===== src/rtl/addsub_chunked.sv =====
// rtl/addsub_chunked.sv - multi-cycle two's-complement adder/subtractor, CHUNK bits per clock
module addsub_chunked #(
    parameter int N     = 16,
    parameter int CHUNK = 4
) (
    input  logic         clk,
    input  logic         rst,
    input  logic         start,
    input  logic         sub,
    input  logic [N-1:0] a,
    input  logic [N-1:0] b,
    output logic         busy,
    output logic         done,
    output logic [N-1:0] sum,
    output logic         c_out,
    output logic         ovf,
    output logic         zero
);
    localparam int K  = N / CHUNK;
    localparam int IW = (K > 1) ? $clog2(K) : 1;

    typedef enum logic [1:0] {S_IDLE, S_RUN, S_DONE} state_t;

    state_t          r_state;
    state_t          w_state_next;
    logic [N-1:0]    r_op_a;
    logic [N-1:0]    r_op_b;
    logic [N-1:0]    r_acc;
    logic            r_carry;
    logic [IW-1:0]   r_idx;
    logic [N-1:0]    r_sum;
    logic            r_c_out;
    logic            r_ovf;
    logic            r_zero;

    int              w_lsb;
    logic [CHUNK-1:0] w_s;
    logic            w_c;
    logic [N-1:0]    w_acc_next;
    logic            w_last;
    logic            w_ovf;

    // One chunk of the ripple: the carry register links consecutive cycles.
    always_comb begin
        w_lsb      = int'(r_idx) * CHUNK;
        {w_c, w_s} = {1'b0, r_op_a[w_lsb +: CHUNK]} + {1'b0, r_op_b[w_lsb +: CHUNK]}
                   + {{CHUNK{1'b0}}, r_carry};
        w_acc_next = r_acc;
        w_acc_next[w_lsb +: CHUNK] = w_s;
    end

    assign w_last = (r_idx == IW'(K - 1));
    assign w_ovf  = (r_op_a[N-1] == r_op_b[N-1]) && (w_acc_next[N-1] != r_op_a[N-1]);

    always_comb begin
        w_state_next = r_state;
        case (r_state)
            S_IDLE:  if (start) w_state_next = S_RUN;
            S_RUN:   if (w_last) w_state_next = S_DONE;
            S_DONE:  w_state_next = S_IDLE;
            default: w_state_next = S_IDLE;
        endcase
    end

    always_ff @(posedge clk or posedge rst) begin
        if (rst) begin
            r_state <= S_IDLE;
            r_op_a  <= '0;
            r_op_b  <= '0;
            r_acc   <= '0;
            r_carry <= 1'b0;
            r_idx   <= '0;
            r_sum   <= '0;
            r_c_out <= 1'b0;
            r_ovf   <= 1'b0;
            r_zero  <= 1'b0;
        end else begin
            r_state <= w_state_next;
            if (r_state == S_IDLE && start) begin
                // Subtraction is A + ~B + 1; the +1 enters as the initial carry.
                r_op_a  <= a;
                r_op_b  <= sub ? ~b : b;
                r_carry <= sub;
                r_idx   <= '0;
                r_acc   <= '0;
            end else if (r_state == S_RUN) begin
                r_acc   <= w_acc_next;
                r_carry <= w_c;
                if (w_last) begin
                    r_idx   <= '0;
                    r_sum   <= w_acc_next;
                    r_c_out <= w_c;
                    r_ovf   <= w_ovf;
                    r_zero  <= (w_acc_next == '0);
                end else begin
                    r_idx <= r_idx + IW'(1);
                end
            end
        end
    end

    assign busy  = (r_state == S_RUN);
    assign done  = (r_state == S_DONE);
    assign sum   = r_sum;
    assign c_out = r_c_out;
    assign ovf   = r_ovf;
    assign zero  = r_zero;
endmodule


===== config.mk =====
export PLATFORM = sky130hd
export DESIGN_NAME = addsub_chunked
export DESIGN_NICKNAME = d
export VERILOG_FILES = /design/src/rtl/addsub_chunked.sv
export SDC_FILE = /design/constraint.sdc
export NUM_CORES = 1
export LEC_CHECK = 0
export ABC_AREA = 0
export BUFFER_PORTS_ARGS = -buffer_cell sky130_fd_sc_hd__buf_2
export CORE_ASPECT_RATIO = 1.2
export CORE_UTILIZATION = 61
export CTS_CLUSTER_SIZE = 14
export DETAILED_ROUTE_END_ITERATION = 6
export GPL_TIMING_DRIVEN = 1
export PLACE_DENSITY = 0.87
export RECOVER_POWER = 100
export SLEW_MARGIN = 30
export SYNTH_ARGS = -nofsm -noshare
export SYNTH_HDL_FRONTEND = slang
export SYNTH_SLANG_ARGS = --single-unit

===== constraint.sdc =====
create_clock -name clk -period 8.81 [get_ports clk]
set_input_delay 1.3215 -clock clk [delete_from_list [all_inputs] [get_ports clk]]
set_output_delay 1.3215 -clock clk [all_outputs]
set_load 0.005 [all_outputs]

==> results of run 1 <==
## metrics by stage
step | utilization [%] | std cells | power, W | cell area (um2) | hold slack, ns
6_report | 72.6 | 470 | 0.00180 | 4120 | 0.484
5_1_grt | 72.6 | 470 | 0.00192 | 4120 | 0.508
4_1_cts | 73.3 | 469 | 0.00181 | 4150 | 0.488
3_5_place_dp | 68.8 | 453 | 0.00148 | 3900 | 0.471
3_3_place_gp | 68.8 | 453 | 0.00143 | 3900 | 0.464
2_1_floorplan | - | 332 | 0.00123 | 3580 | 0.442
## worst max-delay path, stage by stage
cell      delay [ns]
buf_2           0.09
inv_1           0.04
clkbuf_1        2.59
## logic make-up (layout without fill, tap and decap cells)
group / after synthesis / count (layout)
adders and majority gates: 11 / 11
AOI/OAI and AO/OA: 81 / 81
DFF: 72 / 72
buffers and inverters: 31 / 89
xor gates and xnor gates: 18 / 18
muxes: 25 / 25
and+or+nand+nor: 94 / 94
## layer usage
layer  vias up  part of all wire (%)  track usage [%]  routed length [um]
li1       1284                     -                -                   -
met1      1331                    40             31.0                3060
met3        21                   4.2             5.41                 322
met4         0                   2.0             9.63                 150
met5         -                     0                0                   0
met2       102                    54             46.8                4140
## flip-flops by register name, summed over array words and instances, names as in the netlist
name	flops
r_state	2
zero	1
c_out	1
r_idx	2
sum	16
ovf	1
r_carry	1
r_acc	16
r_op_a	16
r_op_b	16
## where the power goes
| group | internal, W | total, W | switching (W) |
|---|---|---|---|
| sequential | 0.000480 | 0.000599 | 0.000119 |
| combinational | 0.000363 | 0.000877 | 0.000514 |
| clock | 0.000203 | 0.000326 | 0.000123 |
| total | 0.00105 | 0.00180 | 0.000756 |
## cell type report
type	instances	share of cell area, %
Clock buffer	11	3.68
Clock inverter	5	2.49
Inverter	15	1.43
Multi-Input combinational cell	229	39.3
Sequential cell	72	43.8
Tap cell	80	2.43
Timing Repair Buffer	58	6.87
## cell usage in the layout (no fill, tap or decap), types with 2 or more instances in the layout
master and n:
dfrtp_1 72, buf_2 51, nor2_1 47, a21oi_1 33, nand2_1 20, xnor2_1 18
mux2_2 15, o21ai_0 15, inv_1 13, clkbuf_8 11, a22o_1 9, ha_1 9
mux4_2 8, a221oi_1 7, clkbuf_1 6, nor2b_1 5, nor3_1 4, o22ai_1 3
nor4_1 3, a31oi_1 3, nand3_1 3, bufinv_16 3, clkinvlp_2 2, a21o_1 2
and3_1 2, o31ai_1 2, and2_0 2, nand4_1 2, fa_1 2
## worst min path at each step
stage / cells past startpoint / startpoint / end / slack, ns
2_1_floorplan: 2 / r_acc[12] / r_acc[12] / 0.44
3_3_place_gp: 2 / c_out / c_out / 0.46
3_5_place_dp: 2 / sum[1] / sum[1] / 0.47
4_1_cts: 2 / sum[1] / sum[1] / 0.49
5_1_grt: 2 / sum[1] / sum[1] / 0.51
6_report: 2 / sum[1] / sum[1] / 0.48
==> impl_metrics.tcl, run 1 <==
set metrics [dict create \
    slew_violations 73 \
    synthTopCellsByArea "dfrtp_1 50%, mux2_2 5.0%, mux4_2 5.0%" \
    fp.dieArea_um2 6180 \
    hold_viol_final 0 \
    synthArstFlopShare_pct 100 \
    yosysWarnings 0 \
    reg2reg_slack_ns 5.39 \
    fillers 396 \
    synthTopCellsByCount "72 x dfrtp_1, 47 x nor2_1, 33 x a21oi_1" \
    die_width_um 71.9 \
    muxShareOfSynthArea_pct 10.4 \
    antenna_left 0 \
    path_clk_slew_ns 0.08 \
    drtIter0Drc 211 \
    crit_required_ns 8.42 \
    postCtsHoldBufs 0 \
    gp_congestion 0.928 \
    first_global_vias 2628 \
    start_util_pct 63.1 \
    crit_start "rst" \
    grt_pass1_wl_um 12200 \
    syn_inst 332 \
    cts_tree "done" \
    avgSynthCellArea_um2 10.8 \
    drive_above_1_share_pct 24.6 \
    synth_edf_count 0 \
    ff2ff_path_depth 8 \
    seqCellArea_um2 1800 \
    h-tree-depth 3 \
    synth_top_area_share_pct 50.4 \
    syn-cell-area_um2 3580 \
    wl_um 7670 \
    num-nets-final 432 \
    cts_sinks 72 \
    end_kind "asynchronous set/reset pin" \
    ys_ff_latch 72 \
    antenna_found_initial 0 \
    r2r_start "r_state[0]" \
    wire_per_inst_um 16.3 \
    synthToLayoutAreaGrowth_pct 15.0 \
    diodes 0 \
    dieHeight_um 85.9 \
    final.setup_skew_ns 0.00744 \
    grt_usage_pct 26.2 \
    synth-compound-area-share_pct 14.4 \
    period_needed_ns 4.50 \
    hpwl_um 5260 \
    cts_root_buf "clkbuf_8" \
    fin_tns_setup_ns 0 \
    clock.fmax_mhz 222 \
    cts_made_buffers 9 \
    criticalPathCategory "input port to asynchronous set/reset pin" \
    rows 30 \
    core-area_um2 5670 \
    synth_xor_area_share_pct 4.41 \
    cts_resized 0 \
    synth_top_family_by_area "compound AO/OA/AOI/OAI gates" \
    dp_slack_ns 5.63 \
    maxSlewHeadroom_pct -148 \
    timing.final.crit_share_pct 51.1 \
    syn_nets 379 \
    critPathArrivalTime_ns 4.11 \
    numPortBuffers 56 \
    drc 0 \
    vias 2738 \
    synth_area_leader_cell "dfrtp_1" \
    start_kind "input port" \
    maxCapViolations 1 \
    clkLatencyLatePin_ns 0.35 \
    violations "capacitance limit, slew limit" \
    gr-total-overflow 0 \
    synth_cell_types 43 \
    synth-simple-area-share_pct 12.4 \
    ys_seq_area_share_pct 50.4 \
    final.setup.worst_slack_ns 4.31 \
    setup_violations 0 \
    worstHoldPathType "flop to flop" \
    power_density_nw_per_um2 438 \
    drtPass1Iterations 4 \
    grt_max_degree 73 \
    cts_max_path_buffers 2 \
    grt_setup_unrepaired "no" \
    ioPinCount 57 \
    viasPerCell 5.83 \
    cts_setup_buffers 0 \
    ir_drop_mv 0.254 \
    critPathCapture "sum[14]" \
    multi_input_area_um2 1620 \
    worst_pin_slew_ns 3.72 \
    status "finished, violations left" \
    worstReg2RegEnd "zero" \
    synth_ff_type "dfrtp_1" \
    synth.most_common_cell "dfrtp_1" \
    synth_fa_ha_area_share_pct 4.27 \
    path_max_fanout 72 \
    leakage_nw 1.82 \
]
Power figures use the tool's default switching activity.
==> inputs of run 2 (changes only) <==
--- a/config.mk
+++ b/config.mk
@@ -8,11 +8,11 @@
 export ABC_AREA = 0
 export BUFFER_PORTS_ARGS = -buffer_cell sky130_fd_sc_hd__buf_2
 export CORE_ASPECT_RATIO = 1.2
-export CORE_UTILIZATION = 61
+export CORE_UTILIZATION = 56
 export CTS_CLUSTER_SIZE = 14
 export DETAILED_ROUTE_END_ITERATION = 6
 export GPL_TIMING_DRIVEN = 1
-export PLACE_DENSITY = 0.87
+export PLACE_DENSITY = 0.81
 export RECOVER_POWER = 100
 export SLEW_MARGIN = 30
 export SYNTH_ARGS = -nofsm -noshare
==> constraint.sdc (replaced) <==
create_clock -name clk -period 4.2 [get_ports clk]
set_input_delay 0.63 -clock clk [delete_from_list [all_inputs] [get_ports clk]]
set_output_delay 0.63 -clock clk [all_outputs]
set_load 0.005 [all_outputs]
==> run 2 against run 1 <==
- the flow still finishes with violations (capacitance limit, slew limit)
- clock skew rose by 0.0031 ns
- hold slack gained 0.0025 ns
- utilization fell by 5.3 points
- non-clock buffer count stayed put
- global-route usage shrank 1.5 points
- worst setup slack got worse by 3.4 ns
- clock power is 100% higher
- sequential cell count unchanged
- clock-buffer cell count unchanged
- register-to-register slack lost 4.5 ns
- sequential power increased by 110%
==> impl_metrics.tcl, run 2 (synthesis gave the netlist of run 1 again) <==
set metrics [dict create \
    grt_setup_unrepaired "no" \
    power_density_nw_per_um2 911 \
    numPortBuffers 56 \
    core-area_um2 6090 \
    maxSlewHeadroom_pct -52.5 \
    grt_pass1_wl_um 12000 \
    drive_above_1_share_pct 21.8 \
    cts_setup_buffers 0 \
    end_kind "flop" \
    first_global_vias 2625 \
    worst_pin_slew_ns 2.28 \
    cts_made_buffers 9 \
    path_max_fanout 23 \
    wl_um 7440 \
    final.setup_skew_ns 0.0105 \
    criticalPathCategory "flop to flop" \
    period_needed_ns 3.27 \
    start_kind "flop" \
    drc 0 \
    path_cells "ha_1 -> nand2_1 -> clkinvlp_2 -> o221ai_1 -> nor3_2 -> nand4_1 -> o31ai_2" \
    start_util_pct 58.7 \
    cts_tree "done" \
    slew_violations 71 \
    cpPeakStageDelay_ns 0.87 \
    slowest_stage "dfrtp_1" \
    fin_tns_setup_ns 0 \
    crit_start "r_idx[0]" \
    antenna_found_initial 0 \
    worstReg2RegEnd "zero" \
    hold_viol_final 0 \
    cts_max_path_buffers 2 \
    hpwl_um 5170 \
    diodes 0 \
    gp_congestion 0.894 \
    cts_root_buf "clkbuf_8" \
    layout.cells.most_common "dfrtp_1" \
    setup_violations 0 \
    h-tree-depth 3 \
    total_power_w 0.00374 \
    num-nets-final 432 \
    dieHeight_um 89.6 \
    synthToLayoutAreaGrowth_pct 14.7 \
    critPathCapture "zero" \
    final_cell_mix "72 x dfrtp_1, 47 x nor2_1, 40 x buf_2" \
    timing.final.crit_share_pct 77.8 \
    viasPerCell 5.67 \
    postPlaceCellArea_um2 3910 \
    maxCapViolations 2 \
    cts_resized 0 \
    rows 31 \
    drtIter0Drc 226 \
    cts_sinks 72 \
    gr-total-overflow 0 \
    fp.dieArea_um2 6710 \
    grt_usage_pct 24.7 \
    post-route-cell-area_um2 4100 \
    path_clk_slew_ns 0.07 \
    ff2ff_path_depth 7 \
    clkLatencyLatePin_ns 0.36 \
    wire_per_inst_um 15.8 \
    ioPinCount 57 \
    drtPass1Iterations 4 \
    antenna_left 0 \
    worstHoldPathType "flop to flop" \
    clock.fmax_mhz 306 \
    postCtsHoldBufs 0 \
    leakage_nw 1.78 \
    critPathArrivalTime_ns 3.53 \
    ir_drop_mv 0.542 \
    die_width_um 75.0 \
    reg2reg_slack_ns 0.93 \
    crit_required_ns 4.46 \
    fillers 509 \
    status "finished, violations left" \
    r2r_start "r_idx[0]" \
    violations "capacitance limit, slew limit" \
    grt_max_degree 40 \
    vias 2676 \
]
-- run 2: area by class of cell --
class                   instances  area [um2]  share of cell area, %
inverters                      15        58.8                   1.43
clock inverters                 5         104                   2.53
flip-flops and latches         72        1800                   43.9
repair buffers                 58         268                   6.53
clock buffers                  11         141                   3.45
well taps                      82         103                   2.50
multi-input cells             229        1630                   39.6
-- run 2: worst min-delay path by stage --
stage / startpoint / end / slack (ns) / cells after the start
after floorplan: r_acc[12] / r_acc[12] / 0.44 / 2
after global placement: sum[1] / sum[1] / 0.47 / 2
after detailed placement: r_acc[9] / r_acc[9] / 0.47 / 2
after CTS: rst / r_acc[10] / 0.44 / 2
after global routing: a[3] / r_op_a[3] / 0.51 / 2
final: sum[1] / sum[1] / 0.49 / 2
-- run 2: worst max-delay path: cells and delay by family (launching register included) --
| family | cells | cell delay (ns) |
|---|---|---|
| flip-flops | 1 | 0.87 |
| buffers and inverters | 1 | 0.71 |
| AO/OA/AOI/OAI | 2 | 0.50 |
| AND/OR/NAND/NOR | 3 | 0.76 |
| adder cells (fa/ha/maj) | 1 | 0.32 |
-- run 2: report_power, final --
group	switching (W)	internal [W]
clock	0.000256	0.000411
sequential	0.000246	0.00101
combinational	0.00107	0.000751
total	0.00157	0.00217
-- run 2: routing by layer --
| metal | global-route usage (%) | part of all wire [%] |
|---|---|---|
| met4 | 14.1 | 3.3 |
| met3 | 5.07 | 4.3 |
| met5 | 0 | 0 |
| met2 | 40.0 | 50 |
| met1 | 30.7 | 43 |
-- run 2: stage by stage --
step           utilization [%]  cells  setup slack [ns]  hold WS (ns)
2_1_floorplan                -    332              1.28         0.442
3_3_place_gp              64.2    456              1.09         0.469
3_5_place_dp              64.2    456              1.02         0.473
4_1_cts                   68.2    472             0.997         0.439
5_1_grt                   67.4    472             0.641         0.506
6_report                  67.4    472             0.933         0.486
==> inputs of run 3 (changes only) <==
==> constraint.sdc (replaced) <==
create_clock -name clk -period 3.05 [get_ports clk]
set_input_delay 0.4575 -clock clk [delete_from_list [all_inputs] [get_ports clk]]
set_output_delay 0.4575 -clock clk [all_outputs]
set_load 0.005 [all_outputs]
==> run 3 against run 2 <==
- the flow still finishes with violations (capacitance limit, slew limit)
- worst setup slack got worse by 0.82 ns
- sequential cell count unchanged
- clock power increased by 19%
- final area about the same
- critical endpoint is now r_acc[15]
- largest power group unchanged
==> impl_metrics.tcl, run 3 (synthesis gave the netlist of run 1 again) <==
set metrics [dict create \
    status "finished, violations left" \
    violations "capacitance limit, slew limit" \
    timing.final.crit_share_pct 96.2 \
    ioPinCount 57 \
    criticalPathCategory "flop to flop" \
    critPathCapture "r_acc[15]" \
    wire_per_inst_um 16.1 \
    cts_max_path_buffers 2 \
    ir_drop_mv 0.642 \
    fp.dieArea_um2 6710 \
    worst_pin_slew_ns 1.76 \
    crit_start "r_idx[0]" \
    rows 31 \
    path_clk_slew_ns 0.07 \
    start_kind "flop" \
    gr-total-overflow 0 \
    hold_viol_final 0 \
    fin_tns_setup_ns 0 \
    total_power_w 0.00521 \
    power_density_nw_per_um2 1270 \
    cts_made_buffers 9 \
    grt_setup_unrepaired "no" \
    grt_usage_pct 25.6 \
    clock.fmax_mhz 341 \
    worstReg2RegEnd "r_acc[15]" \
    vias 2703 \
    start_util_pct 58.7 \
    antenna_left 0 \
    final.setup_skew_ns 0.00963 \
    first_global_vias 2746 \
    fillers 528 \
    critPathArrivalTime_ns 3.17 \
    num-nets-final 438 \
    diodes 0 \
    grt_max_degree 27 \
    gp_congestion 0.886 \
    cts_setup_buffers 0 \
    crit_required_ns 3.29 \
    reg2reg_slack_ns 0.12 \
    wl_um 7680 \
    multi_input_area_um2 1630 \
    maxCapViolations 1 \
    synthToLayoutAreaGrowth_pct 14.7 \
    slowest_stage "mux4_2" \
    viasPerCell 5.67 \
    core-area_um2 6090 \
    leakage_nw 1.80 \
    end_kind "flop" \
    worstHoldPathType "input port to asynchronous set/reset pin" \
    dieHeight_um 89.6 \
    drtIter0Drc 219 \
    final_cell_mix "72 x dfrtp_1, 47 x nor2_1, 41 x buf_2" \
    path_cells "clkbuf_1 -> mux4_2 -> ha_1 -> a21o_1 -> a21oi_1 -> xnor2_1 -> clkbuf_2 -> and2_0 -> a22o_1" \
    drtPass1Iterations 4 \
    maxSlewHeadroom_pct -17.6 \
    period_needed_ns 2.93 \
    antenna_found_initial 0 \
    cts_sinks 72 \
    seqCellArea_um2 1800 \
    cpPeakStageDelay_ns 0.57 \
    cts_resized 0 \
    die_width_um 75.0 \
    drive_above_1_share_pct 22.5 \
    cts_tree "done" \
    drc 0 \
    numPortBuffers 56 \
    layout.cells.most_common "dfrtp_1" \
    postCtsHoldBufs 0 \
    hpwl_um 5540 \
    r2r_start "r_idx[0]" \
    setup_violations 0 \
    slew_violations 26 \
    ff2ff_path_depth 9 \
    cts_root_buf "clkbuf_8" \
    path_max_fanout 9 \
    grt_pass1_wl_um 12500 \
    clkLatencyLatePin_ns 0.35 \
    h-tree-depth 3 \
]
[run 3: how the worst min path moves through the flow]
stage	end	slack (ns)
6_report	r_acc[10]	0.32
3_3_place_gp	sum[1]	0.46
3_5_place_dp	c_out	0.47
2_1_floorplan	r_acc[12]	0.44
5_1_grt	r_op_a[8]	0.33
4_1_cts	r_acc[15]	0.16
[run 3: cell type report]
cell class              count  share of cell area, %
multi-input cells         229                   39.8
inverters                  15                   1.40
repair buffers             64                   7.50
well taps                  82                   2.50
clock inverters             4                   1.71
flip-flops and latches     72                   43.9
clock buffers              11                   3.20
[run 3: through the flow]
stage / hold WS, ns / cells / util (%) / worst slack, ns / area, um2
detailed placement: 0.474 / 462 / 64.9 / 0.258 / 3950
CTS: 0.159 / 477 / 68.2 / 0.226 / 4160
global route: 0.327 / 477 / 67.4 / 0.00882 / 4100
finish: 0.323 / 477 / 67.4 / 0.116 / 4100
global placement: 0.464 / 462 / 64.9 / 0.337 / 3950
floorplan: 0.442 / 332 / - / 0.127 / 3580
[run 3: routing by layer]
| metal | global-route usage (%) | vias to the layer above | routed length (um) |
|---|---|---|---|
| met5 | 0 | - | 0 |
| met4 | 12.7 | 0 | 182 |
| met3 | 6.09 | 18 | 336 |
| met2 | 43.2 | 85 | 4020 |
| met1 | 30.6 | 1311 | 3140 |
| li1 | - | 1289 | - |
[run 3: critical path, delay by kind of cell (launching register included)]
kind | cells | cell delay (ns)
adder cells (fa/ha/maj) | 1 | 0.31
AND/OR/NAND/NOR | 1 | 0.24
XOR/XNOR | 1 | 0.10
AO/OA/AOI/OAI | 3 | 0.62
multiplexers | 1 | 0.57
flip-flops | 1 | 0.52
buffers and inverters | 2 | 0.46
[run 3: power by group]
group | switching, W | leakage [nW] | total [W] | internal (W)
combinational | 0.00158 | 0.821 | 0.00272 | 0.00114
sequential | 0.000304 | 0.878 | 0.00169 | 0.00139
clock | 0.000339 | 0.103 | 0.000793 | 0.000454
